$ cat src/rtl/sprite_compositor.sv
// Overlays one SPR_W x SPR_H sprite on the background pixel stream, feeding the VGA colour input.
// Three-stage pipeline on I_pix_ce: address generation, ROM wait, merge against the transparency key.
module sprite_compositor #(
  parameter int          SPR_W    = 16,
  parameter int          SPR_H    = 16,
  parameter int          ADDR_W   = 8,
  parameter logic [11:0] KEY      = 12'hF0F,
  parameter int          H_ACTIVE = 640,
  parameter int          V_ACTIVE = 480
) (
  input  logic              I_clk,
  input  logic              I_rst_n,
  input  logic              I_pix_ce,
  input  logic [9:0]        I_col,
  input  logic [8:0]        I_row,
  input  logic              I_frame_start,
  input  logic              I_spr_en,
  input  logic [9:0]        I_spr_x,
  input  logic [8:0]        I_spr_y,
  input  logic              I_spr_flip,
  output logic [ADDR_W-1:0] O_spr_addr,
  input  logic [11:0]       I_spr_data,
  input  logic [11:0]       I_bg_data,
  output logic [11:0]       O_pix,
  output logic              O_hit,
  output logic              O_pos_latched
);

  logic [9:0]  r_x;
  logic [8:0]  r_y;
  logic        r_en;
  logic        r_flip;
  logic        r_act0, r_in0;
  logic        r_act1, r_in1;

  logic [10:0] w_c, w_r, w_x, w_y;
  logic [10:0] w_dx, w_dy, w_dx_sel;
  logic [21:0] w_lin;
  logic        w_active, w_inside;

  // All geometry is compared at 11 bits so x+SPR_W-1 cannot wrap; edge sprites simply clip.
  assign w_c = {1'b0, I_col};
  assign w_r = {2'b0, I_row};
  assign w_x = {1'b0, r_x};
  assign w_y = {2'b0, r_y};

  assign w_active = (w_c < 11'(H_ACTIVE)) && (w_r < 11'(V_ACTIVE));
  assign w_inside = r_en
                 && (w_c >= w_x) && (w_c <= w_x + 11'(SPR_W - 1))
                 && (w_r >= w_y) && (w_r <= w_y + 11'(SPR_H - 1));

  assign w_dx     = w_c - w_x;
  assign w_dy     = w_r - w_y;
  assign w_dx_sel = r_flip ? 11'(SPR_W - 1) - w_dx : w_dx;
  assign w_lin    = 22'(w_dy) * 22'(SPR_W) + 22'(w_dx_sel);

  // Shadow position: the stage-0 logic above reads the old values during the latch tick.
  // NOTE: sequential state uses non-blocking assignments so every register samples pre-edge values.
  always_ff @(posedge I_clk or negedge I_rst_n) begin
    if (!I_rst_n) begin
      r_x           <= '0;
      r_y           <= '0;
      r_en          <= 1'b0;
      r_flip        <= 1'b0;
      O_pos_latched <= 1'b0;
    end else begin
      O_pos_latched <= I_pix_ce && I_frame_start;
      if (I_pix_ce && I_frame_start) begin
        r_x    <= I_spr_x;
        r_y    <= I_spr_y;
        r_en   <= I_spr_en;
        r_flip <= I_spr_flip;
      end
    end
  end

  always_ff @(posedge I_clk or negedge I_rst_n) begin
    if (!I_rst_n) begin
      O_spr_addr <= '0;
      r_act0     <= 1'b0;
      r_in0      <= 1'b0;
      r_act1     <= 1'b0;
      r_in1      <= 1'b0;
      O_pix      <= '0;
      O_hit      <= 1'b0;
    end else if (I_pix_ce) begin
      O_spr_addr <= w_inside ? w_lin[ADDR_W-1:0] : '0;
      r_act0     <= w_active;
      r_in0      <= w_inside;
      r_act1     <= r_act0;
      r_in1      <= r_in0;
      if (!r_act1) begin
        O_pix <= '0;
        O_hit <= 1'b0;
      end else if (r_in1 && (I_spr_data != KEY)) begin
        O_pix <= I_spr_data;
        O_hit <= 1'b1;
      end else begin
        O_pix <= I_bg_data;
        O_hit <= 1'b0;
      end
    end
  end

endmodule

$ cat config.mk
export PLATFORM = sky130hd
export DESIGN_NAME = sprite_compositor
export DESIGN_NICKNAME = d
export VERILOG_FILES = /design/src/rtl/sprite_compositor.sv
export SDC_FILE = /design/constraint.sdc
export NUM_CORES = 1
export LEC_CHECK = 0
export ABC_AREA = 1
export CORE_MARGIN = 2
export CORE_UTILIZATION = 54
export DETAILED_ROUTE_END_ITERATION = 10
export GPL_ROUTABILITY_DRIVEN = 0
export MAX_ROUTING_LAYER = met4
export PLACE_DENSITY = 0.87
export SLEW_MARGIN = 20
export SYNTH_ARGS = -nofsm -noshare
export SYNTH_HDL_FRONTEND = slang
export SYNTH_SLANG_ARGS = --single-unit
$ cat constraint.sdc
create_clock -name I_clk -period 4.3 [get_ports I_clk]
set_input_delay 0.86 -clock I_clk [delete_from_list [all_inputs] [get_ports I_clk]]
set_output_delay 0.86 -clock I_clk [all_outputs]
set_load 0.05 [all_outputs]
==> metrics.cfg, run 1 <==
[status]
outcome = completed

[placement]
dp_hpwl_um = 6820
port_buffers = 89
dp_slack_ps = 112

[yosys]
syn_avg_cell_area_um2 = 7.67
synth_cell_types = 39
async_flop_share = 1.00
synth_area_leaders = dfrtp_1, ha_1, nand2_1, o21ai_0, inv_1
yosysMostFrequentCell = nand2_1
synth.cell_area_um2 = 3570
synth_ff_type = dfrtp_1
syn-num-nets = 581
ys_top_cells_by_count = nand2_1, dfrtp_1, o21ai_0, inv_1, ha_1
netlist.area_leader.share = 0.329
yosysTopAreaCell = dfrtp_1
ys_seq_elements = 47
syn_inst = 466
synth_edf_count = 0
synth_warnings = 0
ys_seq_area_frac = 0.329

[worst_setup_path]
arrival_ps = 4090
critPathRequiredTime_ps = 4500
reg2regPathDepth = 19
path_max_fanout = 4
slowest_stage = fa_1
critical_path_class = input port to register
start_kind = input port
crit_chain = clkdlybuf4s50_1 -> inv_1 -> ha_1 -> inv_1 -> fa_1 -> nand3_1 -> nand3_1 -> or2_1 -> nand2_2 -> ha_1 -> nor2_1 -> xnor2_1 -> ha_1 -> a21oi_1 -> nand2_1 -> xor2_1 -> nand3b_1 -> nand2_1 -> nand3_1 -> nand3_2 -> nand2_1
critPathCaptureType = register
slowest_delay_ps = 450

[drt]
vias = 3377
via_per_inst = 5.36
drt-total-wl_um = 8530
drtPass1Iterations = 5
drc = 0
wl_per_cell_um = 13.5
first_iter_violations = 167
drtAntennaViolNets = 0

[cells_and_area]
n_antenna_cell = 0
fillers = 500
fin_nets = 667
syn2layout_area_growth_pct = 29.2
layout-drive-gt1-share = 0.0506
ff_latch_area_um2 = 1180
multi_input_area_um2 = 2180

[timing]
period_needed_ps = 3890
fin_worst_skew_ps = 4.34
maxSlewHeadroom = 0.396
finalCritPeriodShare = 0.903
tns_ps = 0
setup_ws_ps = 415
worstMarginPinSlew_ps = 900
finalSetupViolCount = 0
drv_slew = 0
grt_setup_unrepaired = no
fmax_mhz = 257
hold_viol = 0
hold_slack_ps = 488

[global_routing]
antenna_found_initial = 0
grt_usage = 0.251
grt_max_degree = 48
grt_pass1_wl_um = 14500
overflow = 0
grt_pass1_vias = 3290

[worst_hold_path]
hold_path.class = register to register
min_path_cells = 2

[run]
maxCapViolCount = 0

[floorplanning]
die_y_um = 85.4
row_count = 29
fp.dieW_um = 85.4
ios = 90
initial_core_util = 0.560
die_area_um2 = 7290
core_area_um2 = 6390

[clocking]
cts_made_buffers = 5
cts-root-buf = clkbuf_8
cts_max_level = 2
cts_sinks = 47
hold_buffers = 0
clk_latency_ps = 300
clk_pin_slew_ps = 90
cts_setup_buffers = 0
cts_tree = built
clockBufferDepth = 2
cts_resized = 0

[pwr]
p_per_area_nw_per_um2 = 331
vdd_drop_max_uv = 199
power_leakage_nw = 2.23

where the power goes:
part / total (W) / switching, W / internal, W
combinational: 0.000705 / 0.000414 / 0.000291
clock: 0.000302 / 0.000155 / 0.000147
sequential: 0.000520 / 0.0000333 / 0.000486
total: 0.00153 / 0.000603 / 0.000924
cells in the final DEF (no fill, tap or decap), drive strengths merged, types with 2 or more instances in the layout:
| cell | n |
|---|---|
| nand4 | 10 |
| fa | 3 |
| nor3 | 2 |
| inv | 45 |
| o21ai | 52 |
| a211oi | 2 |
| xnor2 | 5 |
| dfrtp | 47 |
| clkbuf | 7 |
| ha | 44 |
| a21o | 2 |
| a21oi | 14 |
| nor2 | 37 |
| xor2 | 16 |
| clkdlybuf4s50 | 88 |
| or2 | 3 |
| nand3 | 22 |
| nor4 | 3 |
| nand3b | 4 |
| nand2 | 137 |
final timing paths:
check | start | end | slack, ps
min in group asynchronous | I_rst_n | O_pix[0] | 560
setup reg to reg | r_x[0] | O_spr_addr[7] | 1120
hold reg to reg | O_pix[10] | O_pix[10] | 490
max in group asynchronous | I_rst_n | r_x[6] | 3340
setup / recovery | I_col[0] | O_spr_addr[7] | 410
hold / removal | O_pix[10] | O_pix[10] | 490
flip-flops by register name, indices dropped and copies added, names as in the netlist:
| signal | flops |
|---|---|
| O_pix | 12 |
| O_spr_addr | 8 |
| O_hit | 1 |
| r_in0 | 1 |
| r_act0 | 1 |
| r_en | 1 |
| r_x | 10 |
| r_in1 | 1 |
| r_flip | 1 |
| r_act1 | 1 |
| O_pos_latched | 1 |
| r_y | 9 |
final cells by class:
cell class,count,share of cell area
clock buffer,7,0.0209
clock inverter,1,0.00163
inverter,46,0.0374
multi-input combinational,363,0.472
sequential,47,0.255
tap,77,0.0209
timing repair buffer,89,0.192
worst max-delay path, delay by kind of cell:
family	cells	cell delay, ps
buf+inv	3	580
simple gates	11	1110
compound gates	1	170
fa+ha+maj	4	1050
xor+xnor	2	290
through the flow:
stage / instance area, µm² / utilization / instances / power, W
after floorplan: 3570 / - / 466 / 0.00101
after global placement: 4510 / 0.706 / 622 / 0.00119
after detailed placement: 4510 / 0.706 / 622 / 0.00122
after CTS: 4610 / 0.723 / 630 / 0.00153
after global routing: 4620 / 0.723 / 630 / 0.00165
final: 4620 / 0.723 / 630 / 0.00153
logic make-up (layout without fill, tap and decap cells):
group           after synthesis  in the layout  share of synthesized area
simple gates                221            221                      0.276
compound gates               74             74                      0.111
buf+inv                      56            143                     0.0613
fa+ha+maj                    47             47                      0.171
flops                        47             47                      0.329
xor+xnor                     21             21                     0.0515
routing by layer:
metal  vias up  track usage  wire length [µm]
li1       1707            -                 -
met1      1528        0.324              3810
met2       125        0.411              3920
met3        17       0.0399               608
met4         0       0.0722               191
met5         -            -                 0
Power figures use the tool's default switching activity.
==> run 2, diff against run 1 <==
- SETUP_SLACK_MARGIN: not set -> 0.05
- SKIP_CTS_REPAIR_TIMING: not set -> 1
==> results of run 2 <==
Same layout as run 1: the final DEF is identical, and so are final timing and power.
==> run 3, diff against run 2 <==
- SKIP_LAST_GASP: not set -> 1
==> results of run 3 <==
Same layout as run 1: the final DEF is identical, and so are final timing and power.
